### src/rtl/rv32_pkg.sv
// Shared RV32IM decode definitions: opcodes, the canonical NOP, the ALU
// operation / operand-select / writeback-select encodings seen by execute,
// and the immediate generator used by decode.
package rv32_pkg;

  localparam logic [6:0] OPC_LUI    = 7'b0110111;
  localparam logic [6:0] OPC_AUIPC  = 7'b0010111;
  localparam logic [6:0] OPC_JAL    = 7'b1101111;
  localparam logic [6:0] OPC_JALR   = 7'b1100111;
  localparam logic [6:0] OPC_BRANCH = 7'b1100011;
  localparam logic [6:0] OPC_LOAD   = 7'b0000011;
  localparam logic [6:0] OPC_STORE  = 7'b0100011;
  localparam logic [6:0] OPC_OP_IMM = 7'b0010011;
  localparam logic [6:0] OPC_OP     = 7'b0110011;

  localparam logic [6:0] F7_BASE = 7'b0000000;
  localparam logic [6:0] F7_ALT  = 7'b0100000;
  localparam logic [6:0] F7_MULD = 7'b0000001;

  localparam logic [31:0] INSTR_NOP = 32'h0000_0013;

  typedef enum logic [4:0] {
    ALU_ADD    = 5'd0,
    ALU_SUB    = 5'd1,
    ALU_SLL    = 5'd2,
    ALU_SLT    = 5'd3,
    ALU_SLTU   = 5'd4,
    ALU_XOR    = 5'd5,
    ALU_SRL    = 5'd6,
    ALU_SRA    = 5'd7,
    ALU_OR     = 5'd8,
    ALU_AND    = 5'd9,
    ALU_MUL    = 5'd10,
    ALU_MULH   = 5'd11,
    ALU_MULHSU = 5'd12,
    ALU_MULHU  = 5'd13,
    ALU_DIV    = 5'd14,
    ALU_DIVU   = 5'd15,
    ALU_REM    = 5'd16,
    ALU_REMU   = 5'd17,
    ALU_PASS_B = 5'd18
  } alu_op_t;

  typedef enum logic [1:0] {
    SRC_A_RS1  = 2'd0,
    SRC_A_PC   = 2'd1,
    SRC_A_ZERO = 2'd2
  } src_a_t;

  typedef enum logic {
    SRC_B_RS2 = 1'b0,
    SRC_B_IMM = 1'b1
  } src_b_t;

  typedef enum logic [1:0] {
    WB_ALU     = 2'd0,
    WB_MEM     = 2'd1,
    WB_PC_PLUS = 2'd2
  } wb_sel_t;

  typedef enum logic [2:0] {
    IMM_I = 3'd0,
    IMM_S = 3'd1,
    IMM_B = 3'd2,
    IMM_U = 3'd3,
    IMM_J = 3'd4
  } imm_fmt_t;

  // Every format except U is sign-extended from inst[31].
  function automatic logic signed [31:0] imm_gen(input logic [31:0] inst,
                                                 input imm_fmt_t    fmt);
    logic signed [31:0] imm;
    case (fmt)
      IMM_S:   imm = {{21{inst[31]}}, inst[30:25], inst[11:7]};
      IMM_B:   imm = {{20{inst[31]}}, inst[7], inst[30:25], inst[11:8], 1'b0};
      IMM_U:   imm = {inst[31:12], 12'b0};
      IMM_J:   imm = {{12{inst[31]}}, inst[19:12], inst[20], inst[30:21], 1'b0};
      default: imm = {{21{inst[31]}}, inst[30:20]};
    endcase
    return imm;
  endfunction

endpackage

### src/rtl/decode_pipe_reg_file.sv
// 2-read / 1-write architectural register file.
//   Clk_Core, Rst_Core_N : clock, async active-low reset (clears all entries)
//   rs1_addr / rs2_addr  : async read addresses
//   rs1_data / rs2_data  : read data; x0 reads 0, a same-cycle write bypasses
//   wr_en / wr_addr / wr_data : synchronous write port (writes to x0 dropped)
module reg_file #(
  parameter int DWIDTH   = 32,
  parameter int NUM_REGS = 32,
  parameter int AW       = $clog2(NUM_REGS)
) (
  input  logic              Clk_Core,
  input  logic              Rst_Core_N,
  input  logic [AW-1:0]     rs1_addr,
  input  logic [AW-1:0]     rs2_addr,
  output logic [DWIDTH-1:0] rs1_data,
  output logic [DWIDTH-1:0] rs2_data,
  input  logic              wr_en,
  input  logic [AW-1:0]     wr_addr,
  input  logic [DWIDTH-1:0] wr_data
);

  logic [DWIDTH-1:0] regs_q [NUM_REGS];
  logic              wr_live;

  assign wr_live = wr_en && (wr_addr != '0);

  always_ff @(posedge Clk_Core or negedge Rst_Core_N) begin
    if (!Rst_Core_N) begin
      for (int i = 0; i < NUM_REGS; i++) regs_q[i] <= '0;
    end else if (wr_live) begin
      regs_q[wr_addr] <= wr_data;
    end
  end

  // Bypass lets decode see a value retiring in the same cycle.
  always_comb begin
    rs1_data = regs_q[rs1_addr];
    if (rs1_addr == '0)                        rs1_data = '0;
    else if (wr_live && (wr_addr == rs1_addr)) rs1_data = wr_data;
  end

  always_comb begin
    rs2_data = regs_q[rs2_addr];
    if (rs2_addr == '0)                        rs2_data = '0;
    else if (wr_live && (wr_addr == rs2_addr)) rs2_data = wr_data;
  end

endmodule

### src/rtl/decode_pipe.sv
// RV32IM decode stage and decode/execute pipeline register.
//   Clk_Core, Rst_Core_N          : clock, async active-low reset
//   instruct_di, pc_di, pc_plus_di: fetch outputs
//   flush_di                      : redirect from execute, loads a bubble
//   stall_do                      : load-use stall back to fetch (combinational)
//   wb_en_di, wb_rd_di, wb_data_di: register file write port from writeback
//   *_do                          : registered control and operands for execute
module decode_pipe
  import rv32_pkg::*;
#(
  parameter int DWIDTH   = 32,
  parameter int NUM_REGS = 32
) (
  input  logic              Clk_Core,
  input  logic              Rst_Core_N,
  input  logic [31:0]       instruct_di,
  input  logic [DWIDTH-1:0] pc_di,
  input  logic [DWIDTH-1:0] pc_plus_di,
  input  logic              flush_di,
  output logic              stall_do,
  input  logic              wb_en_di,
  input  logic [4:0]        wb_rd_di,
  input  logic [DWIDTH-1:0] wb_data_di,
  output logic [DWIDTH-1:0] pc_do,
  output logic [DWIDTH-1:0] pc_plus_do,
  output logic [DWIDTH-1:0] rs1_data_do,
  output logic [DWIDTH-1:0] rs2_data_do,
  output logic [31:0]       imm_do,
  output logic [4:0]        rs1_addr_do,
  output logic [4:0]        rs2_addr_do,
  output logic [4:0]        rd_do,
  output logic [4:0]        alu_op_do,
  output logic [1:0]        alu_src_a_do,
  output logic              alu_src_b_do,
  output logic              mem_read_do,
  output logic              mem_write_do,
  output logic [2:0]        mem_size_do,
  output logic              reg_write_do,
  output logic [1:0]        wb_sel_do,
  output logic              branch_do,
  output logic              jal_do,
  output logic              jalr_do,
  output logic [2:0]        br_funct3_do,
  output logic              illegal_do
);

  function automatic alu_op_t base_op(input logic [2:0] f3, input logic alt);
    case (f3)
      3'b000:  return alt ? ALU_SUB : ALU_ADD;
      3'b001:  return ALU_SLL;
      3'b010:  return ALU_SLT;
      3'b011:  return ALU_SLTU;
      3'b100:  return ALU_XOR;
      3'b101:  return alt ? ALU_SRA : ALU_SRL;
      3'b110:  return ALU_OR;
      default: return ALU_AND;
    endcase
  endfunction

  function automatic alu_op_t muldiv_op(input logic [2:0] f3);
    case (f3)
      3'b000:  return ALU_MUL;
      3'b001:  return ALU_MULH;
      3'b010:  return ALU_MULHSU;
      3'b011:  return ALU_MULHU;
      3'b100:  return ALU_DIV;
      3'b101:  return ALU_DIVU;
      3'b110:  return ALU_REM;
      default: return ALU_REMU;
    endcase
  endfunction

  // Stage p0: combinational decode of the fetch outputs
  logic [6:0]         opcode_p0;
  logic [2:0]         funct3_p0;
  logic [6:0]         funct7_p0;
  alu_op_t            alu_op_p0;
  src_a_t             src_a_p0;
  src_b_t             src_b_p0;
  wb_sel_t            wb_sel_p0;
  imm_fmt_t           imm_fmt_p0;
  logic               mem_read_p0, mem_write_p0, reg_write_p0;
  logic               branch_p0, jal_p0, jalr_p0, illegal_p0;
  logic               rs1_used_p0, rs2_used_p0;
  logic [4:0]         rs1_addr_p0, rs2_addr_p0, rd_p0;
  logic signed [31:0] imm_p0;
  logic [DWIDTH-1:0]  rs1_data_p0, rs2_data_p0;
  logic               hazard_p0, kill_p0;

  assign opcode_p0 = instruct_di[6:0];
  assign funct3_p0 = instruct_di[14:12];
  assign funct7_p0 = instruct_di[31:25];

  always_comb begin
    alu_op_p0    = ALU_ADD;
    src_a_p0     = SRC_A_RS1;
    src_b_p0     = SRC_B_RS2;
    wb_sel_p0    = WB_ALU;
    imm_fmt_p0   = IMM_I;
    mem_read_p0  = 1'b0;
    mem_write_p0 = 1'b0;
    reg_write_p0 = 1'b0;
    branch_p0    = 1'b0;
    jal_p0       = 1'b0;
    jalr_p0      = 1'b0;
    illegal_p0   = 1'b0;
    rs1_used_p0  = 1'b0;
    rs2_used_p0  = 1'b0;
    case (opcode_p0)
      OPC_LUI: begin
        alu_op_p0 = ALU_PASS_B; src_a_p0 = SRC_A_ZERO; src_b_p0 = SRC_B_IMM;
        imm_fmt_p0 = IMM_U; reg_write_p0 = 1'b1;
      end
      OPC_AUIPC: begin
        src_a_p0 = SRC_A_PC; src_b_p0 = SRC_B_IMM;
        imm_fmt_p0 = IMM_U; reg_write_p0 = 1'b1;
      end
      OPC_JAL: begin
        src_a_p0 = SRC_A_PC; src_b_p0 = SRC_B_IMM; imm_fmt_p0 = IMM_J;
        jal_p0 = 1'b1; reg_write_p0 = 1'b1; wb_sel_p0 = WB_PC_PLUS;
      end
      OPC_JALR: begin
        src_b_p0 = SRC_B_IMM; rs1_used_p0 = 1'b1;
        jalr_p0 = 1'b1; reg_write_p0 = 1'b1; wb_sel_p0 = WB_PC_PLUS;
      end
      OPC_BRANCH: begin
        alu_op_p0 = ALU_SUB; imm_fmt_p0 = IMM_B; branch_p0 = 1'b1;
        rs1_used_p0 = 1'b1; rs2_used_p0 = 1'b1;
      end
      OPC_LOAD: begin
        src_b_p0 = SRC_B_IMM; rs1_used_p0 = 1'b1;
        mem_read_p0 = 1'b1; reg_write_p0 = 1'b1; wb_sel_p0 = WB_MEM;
      end
      OPC_STORE: begin
        src_b_p0 = SRC_B_IMM; imm_fmt_p0 = IMM_S; mem_write_p0 = 1'b1;
        rs1_used_p0 = 1'b1; rs2_used_p0 = 1'b1;
      end
      OPC_OP_IMM: begin
        src_b_p0 = SRC_B_IMM; rs1_used_p0 = 1'b1; reg_write_p0 = 1'b1;
        // funct7 is only an opcode field for shifts; otherwise it is imm[11:5].
        if (funct3_p0 == 3'b001)
          illegal_p0 = (funct7_p0 != F7_BASE);
        else if (funct3_p0 == 3'b101)
          illegal_p0 = (funct7_p0 != F7_BASE) && (funct7_p0 != F7_ALT);
        alu_op_p0 = base_op(funct3_p0, (funct3_p0 == 3'b101) && funct7_p0[5]);
      end
      OPC_OP: begin
        rs1_used_p0 = 1'b1; rs2_used_p0 = 1'b1; reg_write_p0 = 1'b1;
        if (funct7_p0 == F7_MULD)
          alu_op_p0 = muldiv_op(funct3_p0);
        else if (funct7_p0 == F7_BASE)
          alu_op_p0 = base_op(funct3_p0, 1'b0);
        else if ((funct7_p0 == F7_ALT) &&
                 ((funct3_p0 == 3'b000) || (funct3_p0 == 3'b101)))
          alu_op_p0 = base_op(funct3_p0, 1'b1);
        else
          illegal_p0 = 1'b1;
      end
      default: illegal_p0 = 1'b1;
    endcase

    // An illegal encoding issues as a bubble that only carries the flag,
    // and must not raise a hazard against a pending load.
    if (illegal_p0) begin
      alu_op_p0    = ALU_ADD;
      src_a_p0     = SRC_A_RS1;
      src_b_p0     = SRC_B_RS2;
      wb_sel_p0    = WB_ALU;
      mem_read_p0  = 1'b0;
      mem_write_p0 = 1'b0;
      reg_write_p0 = 1'b0;
      branch_p0    = 1'b0;
      jal_p0       = 1'b0;
      jalr_p0      = 1'b0;
      rs1_used_p0  = 1'b0;
      rs2_used_p0  = 1'b0;
    end
  end

  // Unused source fields are zeroed so execute forwarding never matches them.
  assign rs1_addr_p0 = rs1_used_p0  ? instruct_di[19:15] : 5'd0;
  assign rs2_addr_p0 = rs2_used_p0  ? instruct_di[24:20] : 5'd0;
  assign rd_p0       = reg_write_p0 ? instruct_di[11:7]  : 5'd0;
  assign imm_p0      = imm_gen(instruct_di, imm_fmt_p0);

  reg_file #(
    .DWIDTH  (DWIDTH),
    .NUM_REGS(NUM_REGS),
    .AW      (5)
  ) u_reg_file (
    .Clk_Core  (Clk_Core),
    .Rst_Core_N(Rst_Core_N),
    .rs1_addr  (rs1_addr_p0),
    .rs2_addr  (rs2_addr_p0),
    .rs1_data  (rs1_data_p0),
    .rs2_data  (rs2_data_p0),
    .wr_en     (wb_en_di),
    .wr_addr   (wb_rd_di),
    .wr_data   (wb_data_di)
  );

  // Stage p1: decode/execute register
  logic [DWIDTH-1:0]  pc_p1, pc_plus_p1, rs1_data_p1, rs2_data_p1;
  logic signed [31:0] imm_p1;
  logic [4:0]         rs1_addr_p1, rs2_addr_p1, rd_p1;
  alu_op_t            alu_op_p1;
  src_a_t             src_a_p1;
  src_b_t             src_b_p1;
  wb_sel_t            wb_sel_p1;
  logic [2:0]         funct3_p1;
  logic               mem_read_p1, mem_write_p1, reg_write_p1;
  logic               branch_p1, jal_p1, jalr_p1, illegal_p1;

  // A load in execute whose rd is needed now: hold fetch for one cycle.
  // Stall is dropped under flush because fetch would otherwise ignore the redirect.
  assign hazard_p0 = mem_read_p1 && (rd_p1 != 5'd0) &&
                     ((rs1_used_p0 && (rs1_addr_p0 == rd_p1)) ||
                      (rs2_used_p0 && (rs2_addr_p0 == rd_p1)));
  assign stall_do  = hazard_p0 && !flush_di;
  assign kill_p0   = flush_di || stall_do;

  always_ff @(posedge Clk_Core or negedge Rst_Core_N) begin
    if (!Rst_Core_N) begin
      pc_p1        <= '0;
      pc_plus_p1   <= '0;
      rs1_data_p1  <= '0;
      rs2_data_p1  <= '0;
      imm_p1       <= '0;
      rs1_addr_p1  <= '0;
      rs2_addr_p1  <= '0;
      rd_p1        <= '0;
      alu_op_p1    <= ALU_ADD;
      src_a_p1     <= SRC_A_RS1;
      src_b_p1     <= SRC_B_RS2;
      wb_sel_p1    <= WB_ALU;
      funct3_p1    <= '0;
      mem_read_p1  <= 1'b0;
      mem_write_p1 <= 1'b0;
      reg_write_p1 <= 1'b0;
      branch_p1    <= 1'b0;
      jal_p1       <= 1'b0;
      jalr_p1      <= 1'b0;
      illegal_p1   <= 1'b0;
    end else begin
      pc_p1      <= pc_di;
      pc_plus_p1 <= pc_plus_di;
      if (kill_p0) begin
        rs1_data_p1  <= '0;
        rs2_data_p1  <= '0;
        imm_p1       <= '0;
        rs1_addr_p1  <= '0;
        rs2_addr_p1  <= '0;
        rd_p1        <= '0;
        alu_op_p1    <= ALU_ADD;
        src_a_p1     <= SRC_A_RS1;
        src_b_p1     <= SRC_B_RS2;
        wb_sel_p1    <= WB_ALU;
        funct3_p1    <= '0;
        mem_read_p1  <= 1'b0;
        mem_write_p1 <= 1'b0;
        reg_write_p1 <= 1'b0;
        branch_p1    <= 1'b0;
        jal_p1       <= 1'b0;
        jalr_p1      <= 1'b0;
        illegal_p1   <= 1'b0;
      end else begin
        rs1_data_p1  <= illegal_p0 ? '0 : rs1_data_p0;
        rs2_data_p1  <= illegal_p0 ? '0 : rs2_data_p0;
        imm_p1       <= illegal_p0 ? '0 : imm_p0;
        rs1_addr_p1  <= rs1_addr_p0;
        rs2_addr_p1  <= rs2_addr_p0;
        rd_p1        <= rd_p0;
        alu_op_p1    <= alu_op_p0;
        src_a_p1     <= src_a_p0;
        src_b_p1     <= src_b_p0;
        wb_sel_p1    <= wb_sel_p0;
        funct3_p1    <= illegal_p0 ? 3'b000 : funct3_p0;
        mem_read_p1  <= mem_read_p0;
        mem_write_p1 <= mem_write_p0;
        reg_write_p1 <= reg_write_p0;
        branch_p1    <= branch_p0;
        jal_p1       <= jal_p0;
        jalr_p1      <= jalr_p0;
        illegal_p1   <= illegal_p0;
      end
    end
  end

  assign pc_do        = pc_p1;
  assign pc_plus_do   = pc_plus_p1;
  assign rs1_data_do  = rs1_data_p1;
  assign rs2_data_do  = rs2_data_p1;
  assign imm_do       = imm_p1;
  assign rs1_addr_do  = rs1_addr_p1;
  assign rs2_addr_do  = rs2_addr_p1;
  assign rd_do        = rd_p1;
  assign alu_op_do    = alu_op_p1;
  assign alu_src_a_do = src_a_p1;
  assign alu_src_b_do = src_b_p1;
  assign wb_sel_do    = wb_sel_p1;
  assign mem_read_do  = mem_read_p1;
  assign mem_write_do = mem_write_p1;
  assign mem_size_do  = funct3_p1;
  assign br_funct3_do = funct3_p1;
  assign reg_write_do = reg_write_p1;
  assign branch_do    = branch_p1;
  assign jal_do       = jal_p1;
  assign jalr_do      = jalr_p1;
  assign illegal_do   = illegal_p1;

endmodule

### config.mk
export PLATFORM = sky130hd
export DESIGN_NAME = decode_pipe
export DESIGN_NICKNAME = d
export VERILOG_FILES = /design/src/rtl/rv32_pkg.sv /design/src/rtl/decode_pipe_reg_file.sv /design/src/rtl/decode_pipe.sv
export SDC_FILE = /design/constraint.sdc
export NUM_CORES = 2
export LEC_CHECK = 0
export ABC_AREA = 1
export CAP_MARGIN = 20
export CORE_ASPECT_RATIO = 0.6
export CORE_MARGIN = 2
export CORE_UTILIZATION = 36
export CTS_BUF_LIST = sky130_fd_sc_hd__clkbuf_2
export DETAILED_ROUTE_END_ITERATION = 10
export SYNTH_ARGS = -nofsm -noshare
export SYNTH_HDL_FRONTEND = slang
export SYNTH_HIERARCHICAL = 1
export SYNTH_SLANG_ARGS = --single-unit
### constraint.sdc
create_clock -name Clk_Core -period 5.45 [get_ports Clk_Core]
set_clock_uncertainty 0.2 [all_clocks]
set_input_delay 1.09 -clock Clk_Core [delete_from_list [all_inputs] [get_ports Clk_Core]]
set_output_delay 1.09 -clock Clk_Core [all_outputs]
set_load 0.02 [all_outputs]
# After elaboration in Yosys (flattened, before gate mapping)
# Index checks and enable logic that the tools add are counted.
[totals] reg_bits=1219 in_bits=137 output_inout_bits=199 word_cells=195
[op_classes] magnitude_cmp=4 eq_ne=26 n_mux=79 bitwise=3 n_reduce_logical=31
[op_table] operator="$bwmux 1024" count=1
[op_table] operator="$mux 32" count=15
[op_table] operator="$bmux 32 s5" count=2
[op_table] operator="$demux 32 s5" count=1
[op_table] operator="$pmux 31 s4" count=1
[op_table] operator="$pmux 4 s7" count=3
[op_table] operator="$mux 5" count=10
[op_table] operator="$pmux 5 s7" count=1
[op_table] operator="$mux 1" count=33
[op_table] operator="$eq 7x6->1 const B" count=4
[op_table] operator="$eq 7x7->1 const B" count=3
[op_table] operator="$reduce_or 7->1" count=3
[op_table] operator="$eq 5x5->1" count=4
[op_table] operator="$pmux 5 s4" count=1
[op_table] operator="$ge 6x6->1 const B" count=3
[op_table] operator="$not 5->6" count=3
[op_table] operator="$eq 7x5->1 const B" count=2
[op_table] operator="$eq 3x2->1 const B" count=4
[op_table] operator="$eq 3x3->1 const B" count=4
[op_table] operator="$logic_and 1x1->1" count=12
[op_table] operator="$pmux 3 s4" count=1
[op_table] operator="$logic_not 5->1" count=2
[op_table] operator="$reduce_bool 5->1" count=2
[op_table] operator="$mux 2" count=4
[op_table] operator="17 further kinds" count=24

# Depth between registers and ports, before layout
[logic_depth] depth_word=17 depth_mapped=26 ltp_nobuf=23

# Hierarchy
# Netlist, hierarchy kept.
[by_module_without_submodules] module="reg_file" n_inst=1 cells_per_inst=8425 area_per_inst_um2=58018.1 seq_area_each_um2=25624.6
[by_module_without_submodules] module="decode_pipe" n_inst=1 cells_per_inst=691 area_per_inst_um2=7628.6 seq_area_each_um2=4854.7

# Least setup slack after synthesis
# OpenSTA, ideal clock, no wires.
[synth_path] kind="input -> output" from="input port instruct_di[1]" to="output port stall_do" arrival_ns=2.588 required_time_ns=4.160 path_slack_ns=1.572 path_stages=14 path_buffers=0 path_cell_list="nand2_1 > inv_1 > nand4_2 > inv_2 > nor2_1 > nand2_1 > nand4_2 > nor2_2 > nor2_1 > nor2_1 > nand2_1 > nand2_1 > nand2_2 > nor2_1"
[synth_between] elab_chain_len=10 word_cells_on_any_way=26 classes_between="eq/ne: 11; mux: 7; reduce/logical: 8"
[synth_rtl] element="start: declaration" line_no="decode_pipe.sv:16" rtl="input logic [31:0] instruct_di,"
[synth_rtl] element="$eq 7x6->1, or another cell as far along" line_no="decode_pipe.sv:109" rtl="case (opcode_p0)"
[synth_rtl] element="$reduce_or 7->1 (no line) / $reduce_or 6->1 (equally long branches)"
[synth_rtl] element="$pmux 1 s3 / $mux 1 (equally long branches)" line_no="decode_pipe.sv:109"
[synth_rtl] element="$mux 1 *" line_no="decode_pipe.sv:164" rtl="if (illegal_p0) begin"
[synth_rtl] element="$mux 5 *" line_no="decode_pipe.sv:181" rtl="assign rs1_addr_p0 = rs1_used_p0 ? instruct_di[19:15] : 5'd0;"
[synth_rtl] element="named net rs1_addr_p0[2]" line_no="decode_pipe.sv:85" rtl="logic [4:0] rs1_addr_p0, rs2_addr_p0, rd_p0;"
[synth_rtl] element="$eq 5x5->1 *" line_no="decode_pipe.sv:217" rtl="((rs1_used_p0 && (rs1_addr_p0 == rd_p1)) ||"
[synth_rtl] element="$logic_and 1x1->1 *" line_no="decode_pipe.sv:217"
[synth_rtl] element="$logic_or 1x1->1 *" line_no="decode_pipe.sv:217"
[synth_rtl] element="$logic_and 1x1->1 *" line_no="decode_pipe.sv:216" rtl="assign hazard_p0 = mem_read_p1 && (rd_p1 != 5'd0) &&"
[synth_rtl] element="$logic_and 1x1->1 *" line_no="decode_pipe.sv:219" rtl="assign stall_do = hazard_p0 && !flush_di;"
[synth_rtl] element="end: declaration" line_no="decode_pipe.sv:20" rtl="output logic stall_do,"
# Mark *: on every way through the listed nets, which the timed path passes. The rest lies on a longest branch.

# Worst setup path in the final report
[layout_path] from="input port instruct_di[14]" to="output port stall_do"
[layout_between] elab_chain_len=14 word_cells_on_any_way=22 classes_between="eq/ne: 4; mux: 10; reduce/logical: 8"
[layout_rtl] element="$eq 3x3->1 / $logic_not 3->1 (equally long branches)" line_no="decode_pipe.sv:143, decode_pipe.sv:154"
[layout_rtl] element="$logic_or 1x1->1" line_no="decode_pipe.sv:154" rtl="((funct3_p0 == 3'b000) || (funct3_p0 == 3'b101)))"
[layout_rtl] element="$logic_and 1x1->1" line_no="decode_pipe.sv:153" rtl="else if ((funct7_p0 == F7_ALT) &&"
[layout_rtl] element="$mux 1" line_no="decode_pipe.sv:153"
[layout_rtl] element="$mux 1" line_no="decode_pipe.sv:151" rtl="else if (funct7_p0 == F7_BASE)"
[layout_rtl] element="$mux 1" line_no="decode_pipe.sv:149" rtl="if (funct7_p0 == F7_MULD)"
[layout_rtl] element="$pmux 1 s3 *" line_no="decode_pipe.sv:109"
[layout_rtl] element="$mux 1 *" line_no="decode_pipe.sv:164"
[layout_rtl] element="$mux 5 *" line_no="decode_pipe.sv:182" rtl="assign rs2_addr_p0 = rs2_used_p0 ? instruct_di[24:20] : 5'd0;"
[layout_rtl] element="named net rs2_addr_p0[2]" line_no="decode_pipe.sv:85"
[layout_rtl] element="$eq 5x5->1 *" line_no="decode_pipe.sv:218" rtl="(rs2_used_p0 && (rs2_addr_p0 == rd_p1)));"
[layout_rtl] element="$logic_and 1x1->1 *" line_no="decode_pipe.sv:218"
[layout_rtl] element="$logic_or 1x1->1 *" line_no="decode_pipe.sv:217"
[layout_rtl] element="$logic_and 1x1->1 *" line_no="decode_pipe.sv:216"
[layout_rtl] element="$logic_and 1x1->1 *" line_no="decode_pipe.sv:219"
# Marked as above.

==> run summary <==
dpl cell area: 72,300 um2
number of global-route vias before repair: 61,544
Tmin final: 5130 ps
share of layout cells above drive strength 1: 10.2%
crit start category: primary input
core area: 181,000 um2
Cells after DPL: 11,346
Post-synth EDFFs: 0
post-DP HPWL: 164 mm
Final ANT Viol Nets: 0
WS Path Type: primary input to output pin
proportion of synthesized area in mux cells: 0%
total global routing overflow: 0
largest net degree at the start of global routing: 138
Clock Latency Late Sink: 1620 ps
Mapped Area: 65,600 um2
PortBufs: 335
syn avg cell area: 7.20 um2
Worst EP required: 4160 ps
first-pass GRT wire length: 413 mm
routability congestion estimate from global placement: 0.914
Num CTS Buffers: 322
Clock Tree Buf Depth: 4
Setup TNS: 0 ps
CTS sink cnt: 1,218
initial antenna violation count: 11
CTS tree: built
DRT iter0 DRCs: 10,178
Post-Syn Instances: 9,116
Final #Nets: 9,498
routed vias: 67,192
clk root buf: clkbuf_2
Max FO, Critical Path: 8
Synth Area in XOR/XNOR: 0.147%
Data arrival, critical path: 3840 ps
die height: 335 um
final period utilization: 94.2%
predominant post-synthesis flop cell: dfrtp_1
Pre-Repair DR Iteration Count: 7
Max Cap Viol: 0
Synth area leaders: dfrtp_1, nand2_1, o21ai_0
P per Cell Area: 286 nW/um2
sequential cell area fraction in the yosys report: 46.4%
Post-synth ARST share: 100%
worst vdd ir: 0.142 mV
initial core utilization: 36.2%
# rows: 121
final std cells w/o fill: 11,968
CTS HTree Levels: 5
Final Hold Vio Count: 0
slew of the pin with the lowest slew margin: 1160 ps
Synth Area in Compound Gates: 15.6%
synthesized flop and latch total: 1,218
met3 GRT Util: 7.94%
RSZ-0062 raised after global routing: no
die width: 555 um
outcome: finished, final reports clean
WL final: 281 mm
met2 Use GR: 41.6%
CTS clk-pin slew, worst paths: 90 ps
num ports: 336
synth unique cells: 42
area delta synth->final: 15.9%
leakage: 34.7 nW
post-route cell area: 76,100 um2
post-synth top area share: 46.4%
simple-gate area share of the yosys netlist: 28.9%
net count after synthesis: 9,253
Worst setup EP type: output pin
worst hold path type: primary input to flop
Post-route DRC: 0
Setup-failing EPs final: 0
Global Route Usage Sum: 29.4%
Slew Limit Fails: 0
main combinational cell family by area after synthesis: simple AND/OR/NAND/NOR gates
routed len/inst: 23.5 um
DIE AREA: 186,000 um2
met1 Resource Use GR: 42.3%
Synth Area in Adders: 0%
busiest grt layer: met1
fillcell total: 18,510
Synth area leader: dfrtp_1
Syn. warnings: 6
Peak Freq: 0.195 GHz
Vias per Instance: 5.61
worst relative slew slack: 22.6%
## registers in the layout (all words and copies together), names as in the netlist, 2 cells and up
| name | cells |
|---|---|
| pc_do | 32 |
| u_reg_file/regs_q | 1024 |
| rs1_data_do | 32 |
| br_funct3_do | 3 |
| rs2_data_do | 32 |
| imm_do | 32 |
| rs1_addr_do | 5 |
| pc_plus_do | 32 |
| wb_sel_do | 2 |
| alu_op_do | 5 |
| rs2_addr_do | 5 |
| alu_src_a_do | 2 |
| rd_do | 5 |
## cell type report
type / instances / area [um2] / area share, %
antenna: 4 / 10.0 / 0.0132
clock buffer: 455 / 2280 / 2.99
clock inverter: 74 / 527 / 0.692
inverter: 696 / 2660 / 3.49
multi-input combinational: 6435 / 29700 / 39.0
sequential: 1218 / 30500 / 40.1
tap: 2398 / 3000 / 3.94
timing repair buffer: 688 / 7450 / 9.79
## synthesized netlist by cell type, types with 5 or more instances
cell,count
a21oi_1,313
buf_1,60
buf_12,7
buf_2,124
buf_4,10
clkbuf_1,566
dfrtp_1,1218
inv_1,675
inv_2,18
nand2_1,2778
nand2_2,9
nand3_1,1092
nand3_2,5
nor2_1,443
nor2_2,21
nor2_4,56
nor3_1,8
o211ai_1,207
o21ai_0,1371
o21ai_1,34
or2_2,55
xor2_1,7
## timing repair
action / 4_1_cts / 5_1_grt
endpoints found under the setup margin: 0 / 1
endpoints found under the hold margin: 1185 / 0
resized for setup: 0 / 1
setup buffers: 0 / 0
hold buffers: 88 / 0
## per-stage QoR
step / hold slack (ps) / total power [mW] / setup slack (ps) / utilization, %
after floorplan: 229 / 13.7 / 1570 / -
after global placement: 165 / 14.8 / 326 / 39.9
after detailed placement: 166 / 15.0 / 304 / 39.9
after CTS: 1.12 / 21.8 / 18.3 / 42.0
after global routing: 106 / 23.1 / 182 / 42.0
final: 148 / 21.8 / 318 / 42.0
## final timing paths
path | depth (start not counted) | from | end | slack [ps]
min in group asynchronous | 4 | Rst_Core_N | u_reg_file/regs_q[583] | 640
max reg2reg | 11 | rd_do[4] | rs2_addr_do[1] | 2760
max | 17 | instruct_di[14] | stall_do | 320
min reg2reg | 0 | u_reg_file/regs_q[1003] | u_reg_file/regs_q[1003] | 180
max in group asynchronous | 4 | Rst_Core_N | pc_do[21] | 3520
min | 3 | wb_data_di[10] | u_reg_file/regs_q[522] | 150
## critical path, stage by stage
cell and delay, ps:
dlygate4sd3_1 530, clkdlybuf4s50_1 610, inv_1 150, nand2_1 60, nand2_1 80, nand2_2 70
nand3_4 110, nand2_4 70, nor2_8 170, nand3_2 160, inv_6 130, nand2_1 60
nand3_1 100, nand2_1 70, nand2_2 110, nor2_1 50, dlymetal6s2s_1 200
## metal layers
metal / wire length (um) / part of all wire [%]
met1: 119000 / 42
met3: 34800 / 12
met2: 115000 / 41
met4: 11700 / 4.2
met5: 27 / 0.0096
## cells in the final DEF, fill, tap and decap left out, types with 7 or more instances in the layout
cell             synthesis  layout
nand2_1               2778    2750
clkbuf_2                 0     455
nand2_4                  2      29
buf_12                   7      92
dfrtp_1               1218    1218
o21ai_1                 34      34
bufinv_16                0       8
nor2_4                  56      70
dlygate4sd3_1            0      87
nor2_2                  21      18
inv_2                   18      25
nand3_1               1092    1092
inv_1                  675     669
or2_2                   55      55
o21ai_0               1371    1371
a21oi_1                313     313
xor2_1                   7       7
nor2_1                 443     432
buf_4                   10     171
nor3_1                   8       8
o211ai_1               207     207
clkinv_2                 0       7
nand2_2                  9       9
clkdlybuf4s50_1          0     333
clkinv_1                 3      46
## report_power, final
group	switching (mW)	internal, mW
combinational	2.11	1.37
sequential	0.998	10.5
clock	4.20	2.60
## kinds of logic after synthesis
family / after synthesis
xor gates and xnor gates: 11
DFF: 1218
AOI/OAI and AO/OA: 1940
buffers and inverters: 1463
and+or+nand+nor: 4484
Power figures use the tool's default switching activity.
